===== config.mk =====
export PLATFORM = sky130hd
export DESIGN_NAME = data_path
export DESIGN_NICKNAME = d
export VERILOG_FILES = /design/src/rtl/k_and_s_pkg.sv /design/src/rtl/data_path_register_bank.sv /design/src/rtl/data_path.sv
export SDC_FILE = /design/constraint.sdc
export NUM_CORES = 1
export LEC_CHECK = 0
export CORE_ASPECT_RATIO = 0.75
export CORE_MARGIN = 4
export CORE_UTILIZATION = 45
export DETAILED_ROUTE_END_ITERATION = 8
export PLACE_DENSITY = 0.69
export RECOVER_POWER = 25
export SKIP_LAST_GASP = 1
export SLEW_MARGIN = 10
export SYNTH_ARGS = -nofsm -noshare
export SYNTH_HDL_FRONTEND = slang
export SYNTH_SLANG_ARGS = --single-unit

===== constraint.sdc =====
create_clock -name clk -period 5.9 [get_ports clk]
set_input_delay 1.77 -clock clk [delete_from_list [all_inputs] [get_ports clk]]
set_output_delay 1.77 -clock clk [all_outputs]
set_load 0.005 [all_outputs]

===== src/rtl/k_and_s_pkg.sv =====
// Shared types and constants for the K&S processor datapath and control unit.
package k_and_s_pkg;

   // Instruction classes handed to the control unit.
   typedef enum logic [3:0] {
      I_NOP    = 4'd0,
      I_LOAD   = 4'd1,
      I_STORE  = 4'd2,
      I_MOVE   = 4'd3,
      I_ADD    = 4'd4,
      I_SUB    = 4'd5,
      I_AND    = 4'd6,
      I_OR     = 4'd7,
      I_BRANCH = 4'd8,
      I_BZERO  = 4'd9,
      I_BNEG   = 4'd10,
      I_HALT   = 4'd11
   } decoded_instruction_type;

   // Registered ALU flags.
   typedef struct packed {
      logic zero;
      logic neg;
      logic unsigned_overflow;
      logic signed_overflow;
   } flags_t;

   // Opcodes live in IR[15:8].
   localparam logic [7:0] OP_NOP    = 8'h00;
   localparam logic [7:0] OP_BRANCH = 8'h01;
   localparam logic [7:0] OP_BZERO  = 8'h02;
   localparam logic [7:0] OP_BNEG   = 8'h03;
   localparam logic [7:0] OP_LOAD   = 8'h81;
   localparam logic [7:0] OP_STORE  = 8'h82;
   localparam logic [7:0] OP_MOVE   = 8'h91;
   localparam logic [7:0] OP_ADD    = 8'hA1;
   localparam logic [7:0] OP_SUB    = 8'hA2;
   localparam logic [7:0] OP_AND    = 8'hA3;
   localparam logic [7:0] OP_OR     = 8'hA4;
   localparam logic [7:0] OP_HALT   = 8'hFF;

   // ALU operation codes driven by the control unit.
   localparam logic [1:0] ALU_OR  = 2'b00;
   localparam logic [1:0] ALU_ADD = 2'b01;
   localparam logic [1:0] ALU_SUB = 2'b10;
   localparam logic [1:0] ALU_AND = 2'b11;

   // Unknown opcodes decode as NOP so a corrupt fetch never writes state.
   function automatic decoded_instruction_type decode_opcode(input logic [7:0] opcode);
      decoded_instruction_type d;
      case (opcode)
         OP_BRANCH: d = I_BRANCH;
         OP_BZERO:  d = I_BZERO;
         OP_BNEG:   d = I_BNEG;
         OP_LOAD:   d = I_LOAD;
         OP_STORE:  d = I_STORE;
         OP_MOVE:   d = I_MOVE;
         OP_ADD:    d = I_ADD;
         OP_SUB:    d = I_SUB;
         OP_AND:    d = I_AND;
         OP_OR:     d = I_OR;
         OP_HALT:   d = I_HALT;
         default:   d = I_NOP;
      endcase
      return d;
   endfunction

endpackage


===== src/rtl/data_path_register_bank.sv =====
// 4x16 register bank: one synchronous write port, two combinational read ports.
// Reads see the pre-edge contents; a write appears on the read ports next cycle.
module register_bank
   import k_and_s_pkg::*;
#(
   parameter int DATA_WIDTH = 16
) (
   input  logic                  clk,
   input  logic                  rst_n,
   input  logic                  we_i,
   input  logic [1:0]            waddr_i,
   input  logic [DATA_WIDTH-1:0] wdata_i,
   input  logic [1:0]            raddr_a_i,
   input  logic [1:0]            raddr_b_i,
   output logic [DATA_WIDTH-1:0] rdata_a_o,
   output logic [DATA_WIDTH-1:0] rdata_b_o
);

   logic [DATA_WIDTH-1:0] regs_q [4];
   logic [DATA_WIDTH-1:0] regs_d [4];

   // Next-state: only the addressed register changes, and only on write enable.
   always_comb begin
      for (int i = 0; i < 4; i++) begin
         regs_d[i] = regs_q[i];
      end
      if (we_i) begin
         regs_d[waddr_i] = wdata_i;
      end
   end

   // Register storage with asynchronous clear.
   always_ff @(posedge clk or negedge rst_n) begin
      if (!rst_n) begin
         for (int i = 0; i < 4; i++) begin
            regs_q[i] <= '0;
         end
      end else begin
         for (int i = 0; i < 4; i++) begin
            regs_q[i] <= regs_d[i];
         end
      end
   end

   assign rdata_a_o = regs_q[raddr_a_i];
   assign rdata_b_o = regs_q[raddr_b_i];

endmodule


===== src/rtl/data_path.sv =====
// K&S processor datapath: PC, IR, register bank, ALU and flags register.
// The control unit drives every strobe; this block only reacts to them.
module data_path
   import k_and_s_pkg::*;
#(
   parameter int DATA_WIDTH = 16,
   parameter int ADDR_WIDTH = 5
) (
   input  logic                    clk,
   input  logic                    rst_n,
   input  logic                    branch,
   input  logic                    pc_enable,
   input  logic                    ir_enable,
   input  logic                    write_reg_enable,
   input  logic                    addr_sel,
   input  logic                    c_sel,
   input  logic [1:0]              operation,
   input  logic                    flags_reg_enable,
   output decoded_instruction_type decoded_instruction,
   output logic                    zero_op,
   output logic                    neg_op,
   output logic                    unsigned_overflow,
   output logic                    signed_overflow,
   output logic [ADDR_WIDTH-1:0]   ram_addr,
   output logic [DATA_WIDTH-1:0]   data_out,
   input  logic [DATA_WIDTH-1:0]   data_in
);

   logic [ADDR_WIDTH-1:0] pc_q, pc_d;
   logic [DATA_WIDTH-1:0] ir_q, ir_d;
   flags_t                flags_q, flags_d, alu_flags;

   logic [ADDR_WIDTH-1:0] mem_addr;
   logic [1:0]            raddr_a, raddr_b, waddr;
   logic [DATA_WIDTH-1:0] bus_a, bus_b, alu_result, wdata;
   logic [DATA_WIDTH:0]   sum_ext, diff_ext;

   // IR bit 7 is not part of any field in the current encoding.
   logic                  ir_bit7_unused;
   assign ir_bit7_unused = ir_q[7];

   assign mem_addr = ir_q[ADDR_WIDTH-1:0];

   // Instruction decode is purely combinational from IR.
   always_comb begin
      decoded_instruction = decode_opcode(ir_q[15:8]);
   end

   // Register addressing: STORE reads its data register on port A; MOVE
   // reads the source on both ports so ALU OR passes it through unchanged.
   always_comb begin
      raddr_a = ir_q[3:2];
      raddr_b = ir_q[1:0];
      waddr   = ir_q[5:4];
      case (decoded_instruction)
         I_STORE: raddr_a = ir_q[6:5];
         I_LOAD:  waddr   = ir_q[6:5];
         I_MOVE: begin
            raddr_a = ir_q[1:0];
            raddr_b = ir_q[1:0];
            waddr   = ir_q[3:2];
         end
         default: ;
      endcase
   end

   // ALU: 16-bit result, flags derived from the truncated result and operands.
   always_comb begin
      sum_ext    = {1'b0, bus_a} + {1'b0, bus_b};
      diff_ext   = {1'b0, bus_a} - {1'b0, bus_b};
      alu_result = '0;
      alu_flags  = '0;
      case (operation)
         ALU_ADD: begin
            alu_result                  = sum_ext[DATA_WIDTH-1:0];
            alu_flags.unsigned_overflow = sum_ext[DATA_WIDTH];
            alu_flags.signed_overflow   = (bus_a[DATA_WIDTH-1] == bus_b[DATA_WIDTH-1]) &&
                                          (alu_result[DATA_WIDTH-1] != bus_a[DATA_WIDTH-1]);
         end
         ALU_SUB: begin
            alu_result                  = diff_ext[DATA_WIDTH-1:0];
            alu_flags.unsigned_overflow = diff_ext[DATA_WIDTH];
            alu_flags.signed_overflow   = (bus_a[DATA_WIDTH-1] != bus_b[DATA_WIDTH-1]) &&
                                          (alu_result[DATA_WIDTH-1] != bus_a[DATA_WIDTH-1]);
         end
         ALU_AND: alu_result = bus_a & bus_b;
         default: alu_result = bus_a | bus_b;
      endcase
      alu_flags.zero = (alu_result == '0);
      alu_flags.neg  = alu_result[DATA_WIDTH-1];
   end

   assign wdata = c_sel ? alu_result : data_in;

   register_bank #(
      .DATA_WIDTH(DATA_WIDTH)
   ) u_register_bank (
      .clk       (clk),
      .rst_n     (rst_n),
      .we_i      (write_reg_enable),
      .waddr_i   (waddr),
      .wdata_i   (wdata),
      .raddr_a_i (raddr_a),
      .raddr_b_i (raddr_b),
      .rdata_a_o (bus_a),
      .rdata_b_o (bus_b)
   );

   // Next-state for PC, IR and flags; each holds unless its strobe is set.
   always_comb begin
      pc_d    = pc_q;
      ir_d    = ir_q;
      flags_d = flags_q;
      if (pc_enable) begin
         pc_d = branch ? pc_q + 1'b1 : mem_addr;
      end
      if (ir_enable) begin
         ir_d = data_in;
      end
      if (flags_reg_enable) begin
         flags_d = alu_flags;
      end
   end

   // PC, IR and flags registers with asynchronous clear.
   always_ff @(posedge clk or negedge rst_n) begin
      if (!rst_n) begin
         pc_q    <= '0;
         ir_q    <= '0;
         flags_q <= '0;
      end else begin
         pc_q    <= pc_d;
         ir_q    <= ir_d;
         flags_q <= flags_d;
      end
   end

   assign ram_addr          = addr_sel ? mem_addr : pc_q;
   assign data_out          = bus_a;
   assign zero_op           = flags_q.zero;
   assign neg_op            = flags_q.neg;
   assign unsigned_overflow = flags_q.unsigned_overflow;
   assign signed_overflow   = flags_q.signed_overflow;

endmodule


After elaboration in Yosys (flattened, before gate mapping)
Cells that the tools add are included.

cells by class
  eq/ne operators = 21
  $add $sub $neg = 3
  $lt $le $gt $ge = 4
  bitwise operators = 5
  reduce and logical (&&, ||, !) cells = 4
  mux-type cells = 17

operators with widths
  cell                                                       number
  two-way mux 16 bit                                         6
  binary-select mux 16 bit (select 2 bit)                    2
  bitwise mux 64 bit                                         1
  equality test 8 bit (second input constant)                8
  one-hot mux 16 bit (3 select lines)                        1
  one-hot mux 4 bit (11 select lines)                        1
  demux 16 bit (select 2 bit)                                1
  adder 16 x 16 -> 17 bit                                    1
  subtractor 16 x 16 -> 17 bit                               1
  bitwise AND 16 bit                                         1
  equality test 8 x 2 -> 1 bit (second input constant)       2
  zero test 16 bit                                           1
  OR 16 bit                                                  1
  one-hot mux 2 bit (2 select lines)                         3
  two-way mux 5 bit                                          2
  greater-or-equal comparator 3 bit (second input constant)  3
  inverter 2 -> 3 bit                                        3
  equality test 4 x 2 -> 1 bit (second input constant)       2
  equality test 8 x 1 -> 1 bit (second input constant)       1
  adder 5 x 1 -> 5 bit (second input constant)               1
  equality test 2 bit (second input constant)                2
  equality test 4 x 1 -> 1 bit (second input constant)       1
  logical AND 1 bit                                          3
  < comparator 3 x 1 -> 1 bit (second input constant)        1
  3 further kinds                                            5

storage, ports and cells
  word-level logic and storage cells = 64
  input bits = 27
  bits in registers = 89
  output and inout port bits = 29

Longest topological paths before layout
  word-level depth = 12
  gate-level depth with buffers = 21
  gate-level depth less buffers = 19

By module
A second synthesis with hierarchy kept.

unflattened totals
  cells, all modules = 711
  area total of the unflattened synthesis = 7370.8 sq um

modules (own cells, without submodules)
  module         seq. area each (sq um)  times used  area an instance (sq um)  cells an instance
  data_path      600.6                   1           4196.5                    535
  register_bank  1601.5                  1           3174.3                    176

Worst setup path after synthesis
OpenSTA, ideal clock, no wires.

  path type = register -> register
  start = reg ir_q[12]
  end = reg u_register_bank.regs_q[31] (netlist name)
  arrival time = 5.127 ns
  path buffers = 2
  slack = 0.649 ns
  cell stages (with the launch flop) = 19
  setup time = 0.125 ns
  required time = 5.775 ns
  period minus slack after synthesis = 5.251 ns
  path through = dfrtp_1 nor4_2 or4b_1 a21o_1 a21bo_1 a31oi_4 buf_2 mux2_2 ha_1 clkbuf_1 o21ai_0 o21bai_1 a41o_1 a211o_1 a311o_1 xor2_1 a221oi_1 o31ai_1 mux2_2

between the ends
  longest elaborated chain between the ends = 12
  elaborated cells on any way between the ends = 34
  those cells by class = 2 x add/sub; 2 x order compare; 14 x eq/ne; 11 x mux; 4 x bitwise; 1 x reduce/logical

RTL lines
  item                                                        RTL line                       RTL
  from (decl)                                                 data_path.sv:30                logic [DATA_WIDTH-1:0] ir_q, ir_d;
  from (signal assigned)                                      data_path.sv:133               ir_q <= ir_d;
  equality test 8 bit, or another cell as far along           k_and_s_pkg.sv:51              case (opcode)
  one-hot mux 4 bit (11 select lines) (*)                     k_and_s_pkg.sv:51
  equality test 4 x 2 -> 1 bit                                data_path.sv:55                case (decoded_instruction)
  one-hot mux 2 bit (2 select lines)                          data_path.sv:55
  inverter 2 -> 3 bit (implied by the code)                   data_path_register_bank.sv:45  assign rdata_a_o = regs_q[raddr_a_i];
  binary-select mux 16 bit (select 2 bit)                     data_path_register_bank.sv:45
  two-way mux 16 bit (implied by the code) (2 in series)      data_path_register_bank.sv:45
  subtractor 16 x 16 -> 17 bit, or another cell as far along  data_path.sv:70                diff_ext = {1'b0, bus_a} - {1'b0, bus_b};
  one-hot mux 16 bit (3 select lines)                         data_path.sv:73                case (operation)
  two-way mux 16 bit                                          data_path.sv:93                assign wdata = c_sel ? alu_result : data_in;
  bitwise mux 64 bit (*)                                      data_path_register_bank.sv:28  regs_d[waddr_i] = wdata_i;
  to (signal, indexed assignment)                             data_path_register_bank.sv:40  regs_q[i] <= regs_d[i];
  to (decl)                                                   data_path_register_bank.sv:19  logic [DATA_WIDTH-1:0] regs_q [4];

Every way passes the cells marked *; elsewhere a longest branch is shown, timed or not. The select of a mux whose other input is x is not followed.
A chain may end at the register's enable or synchronous reset.

Worst setup path after layout
  start = reg ir_q[12]
  end = out data_out[10]

between the ends
  longest elaborated chain between the ends = 8
  elaborated cells on any way between the ends = 19
  those cells by class = 13 x eq/ne; 5 x mux; 1 x bitwise

RTL lines
  item                                                        RTL line                       RTL
  equality test 8 bit, or another cell as far along           k_and_s_pkg.sv:51
  one-hot mux 4 bit (11 select lines) (*)                     k_and_s_pkg.sv:51
  equality test 4 x 2 -> 1 bit                                data_path.sv:55
  one-hot mux 2 bit (2 select lines) (*)                      data_path.sv:55
  inverter 2 -> 3 bit (implied by the code) (*)               data_path_register_bank.sv:45
  binary-select mux 16 bit (select 2 bit) (*)                 data_path_register_bank.sv:45
  two-way mux 16 bit (implied by the code) (*) (2 in series)  data_path_register_bank.sv:45
  to (decl)                                                   data_path.sv:25                output logic [DATA_WIDTH-1:0] data_out,

Marked as above.

==> flow_summary.json <==
{
  "violations": "capacitance limit, slew limit",
  "grt_pass1_wl_microns": 32240,
  "async_flop_share": 1.000,
  "cp_max_fo": 17,
  "via_per_inst": 5.996,
  "grt_overflow": 0,
  "syn_inst": 725,
  "cts_root_buf": "clkbuf_16",
  "slew_headroom": -0.4695,
  "die_w_microns": 155.1,
  "utilization": 0.5301,
  "synth_xor_area_frac": 0.02398,
  "hpwlAfterDp_microns": 14650,
  "initial_core_util": 0.4576,
  "dieHeight_microns": 118.3,
  "core_region_area_sq_um": 15970,
  "vias": 5906,
  "synth_edf_count": 0,
  "antenna_found_initial": 0,
  "synthAdderAreaFrac": 0.1048,
  "htreeDepth": 3,
  "synth_seq_cells": 88,
  "fmax_ghz": 0.1761,
  "drc": 0,
  "cts-buffers-inserted": 9,
  "synth_top_family_by_area": "multiplexers",
  "n_antenna_cell": 0,
  "drt_iter0_drc": 450,
  "wl_per_cell_microns": 20.29,
  "yosysWarnings": 0,
  "netlist_area_sq_um": 7306,
  "boundaryPins": 56,
  "period_share": 0.9627,
  "maxSlewViolCount": 89,
  "yosysUniqueCellTypes": 71,
  "slowest_stage": "clkdlybuf4s50_1",
  "drt_first_pass_iters": 6,
  "multi_input_area_sq_um": 4785,
  "power.leakage_nw": 3.720,
  "synth-main-ff-cell": "dfrtp_1",
  "grt_max_degree": 89,
  "critPathBufInv": 3,
  "area_growth_pct": 15.84,
  "syn_avg_cell_area_sq_um": 10.08,
  "insertion_delay_ns": 0.36,
  "yosys.area.top_type": "dfrtp_1",
  "portBuffers": 55,
  "fin_nets": 857,
  "yosys.area_share.simple": 0.1040,
  "seqCellArea_sq_um": 2202,
  "min_path_type": "flip-flop to flip-flop",
  "grt_pass1_vias": 5843,
  "pre_cts_ws_ns": 0.1081,
  "synthTopCellsByArea": "dfrtp_1 (30%), mux2_2 (16%), ha_1 (9.9%)",
  "outcome": "complete, but fails checks",
  "fillers": 1421,
  "maxCapViolCount": 1,
  "cts_tree": "yes",
  "final-setup-viol-count": 0,
  "routed_wl_microns": 19990,
  "synth_compound_area_frac": 0.1428,
  "tightest_slew_ns": 2.204,
  "core.rowCount": 40,
  "cts_buffer_depth": 2,
  "hold_viol": 0,
  "muxShareOfSynthArea": 0.2711,
  "skew_ns": 0.01046,
  "required_ns": 4.13,
  "p_total_mw": 4.915,
  "postCtsHoldBufs": 0,
  "synth.most_common_cell": "mux2_2",
  "crit_arrival_ns": 3.91,
  "timing.final.ws_setup_ns": 0.2198,
  "synthTopCellsByCount": "mux2_2 (106), dfrtp_1 (88), ha_1 (58)",
  "syn_nets": 812,
  "slowest_delay_ns": 0.53,
  "crit_path_start_kind": "flip-flop",
  "synth.top_cell.area_share": 0.3014,
  "period_minus_slack_ns": 5.680,
  "final_area_sq_um": 8463,
  "seq_area_frac_synth": 0.3014,
  "ant_nets": 0,
  "die_area_sq_um": 18360,
  "path_class": "flip-flop to output pin",
  "cp_cell_sequence": "nor4_4, or4b_1, a21o_1, a32o_1, mux2i_4, buf_4, mux2i_1, mux2_2, inv_1, clkdlybuf4s50_1",
  "layout-drive-gt1-share": 0.2271,
  "crit_family": "buffers and inverters",
  "clk_pin_slew_worst_paths_ns": 0.07,
  "endpoint_kind": "output pin",
  "placed_area_sq_um": 8087,
  "peakVddDrop_mv": 0.2292,
  "grtUsageTotal": 0.2202,
  "cts_sinks": 88,
  "power_density_nw_per_um2": 580.7,
  "routabilityCongestion": 0.9197
}
stage by stage:
| stage | hold slack (ns) | instances | setup TNS (ns) |
|---|---|---|---|
| 4_1_cts | 0.5214 | 984 | 0 |
| 6_report | 0.5152 | 985 | 0 |
| 5_1_grt | 0.5478 | 985 | -0.01983 |
| 3_3_place_gp | 0.5044 | 968 | 0 |
| 3_5_place_dp | 0.5038 | 968 | 0 |
| 2_1_floorplan | 0.4972 | 725 | 0 |
routing by layer:
metal,wire (microns),track usage
met3,1300,0.03587
met1,9086,0.3142
met2,9166,0.3407
met5,0,0
met4,432,0.07281
worst paths after layout:
path / endpoint / start / slack, ns / cells after the start
min reg2reg: signed_overflow / signed_overflow / 0.52 / 2
max in group asynchronous: u_register_bank.regs_q[51] / rst_n / 2.54 / 1
max: data_out[10] / ir_q[12] / 0.22 / 10
min in group asynchronous: u_register_bank.regs_q[29] / rst_n / 2.06 / 1
min: signed_overflow / signed_overflow / 0.52 / 2
max reg2reg: u_register_bank.regs_q[47] / ir_q[12] / 0.23 / 18
layout make-up:
| cell class | count | share of cell area |
|---|---|---|
| clock buffer | 9 | 0.02661 |
| clock inverter | 7 | 0.01109 |
| inverter | 58 | 0.02572 |
| multi-input combinational | 541 | 0.5653 |
| sequential | 88 | 0.2602 |
| tap | 210 | 0.03105 |
| timing repair buffer | 72 | 0.07998 |
cells by family (layout without fill, tap and decap cells):
family,Yosys count,in the layout
flops,88,88
xor+xnor,20,20
buf+inv,96,146
fa+ha+maj,60,60
simple gates,150,150
mux,163,163
compound gates,148,148
cells in the final DEF, fill, tap and decap left out, types with 3 or more instances in the layout:
master	count
a21oi_1	31
buf_4	16
o22ai_1	4
nor2_1	19
o21bai_1	9
a211oi_1	5
and2_1	10
mux2_2	106
clkbuf_16	9
nand4_1	3
xor2_1	7
o211ai_1	9
o31ai_1	4
a22o_1	3
a31oi_1	6
mux4_2	16
clkdlybuf4s50_1	54
inv_1	57
a31o_2	3
a21o_1	10
nand3_1	8
dfrtp_1	88
nor3b_1	3
o21ai_0	23
nand2_1	53
ha_1	58
mux2i_1	39
xnor2_1	13
nor3_1	15
nor2b_1	9
nand2b_1	9
and3_1	6
report_power, final:
| part | internal (mW) | switching, mW |
|---|---|---|
| clock network | 0.371 | 0.252 |
| logic | 1.51 | 1.73 |
| registers | 0.849 | 0.198 |
sequential cells by signal, summed over array words and instances, names as in the netlist:
signal                  cells
ir_q                       15
u_register_bank.regs_q     64
signed_overflow             1
pc_q                        5
zero_op                     1
neg_op                      1
unsigned_overflow           1
worst min-delay path: cells and delay by family (launching register included):
family | cells | cell delay [ns]
AOI/OAI and AO/OA | 1 | 0.07
DFF | 1 | 0.34
and+or+nand+nor | 1 | 0.06
what timing repair did:
action | in CTS | in global routing
resized for setup | 0 | 9
endpoints found under the setup margin | 0 | 20
buffers inserted | 0 | 1
(Power assumes the default switching activity.)
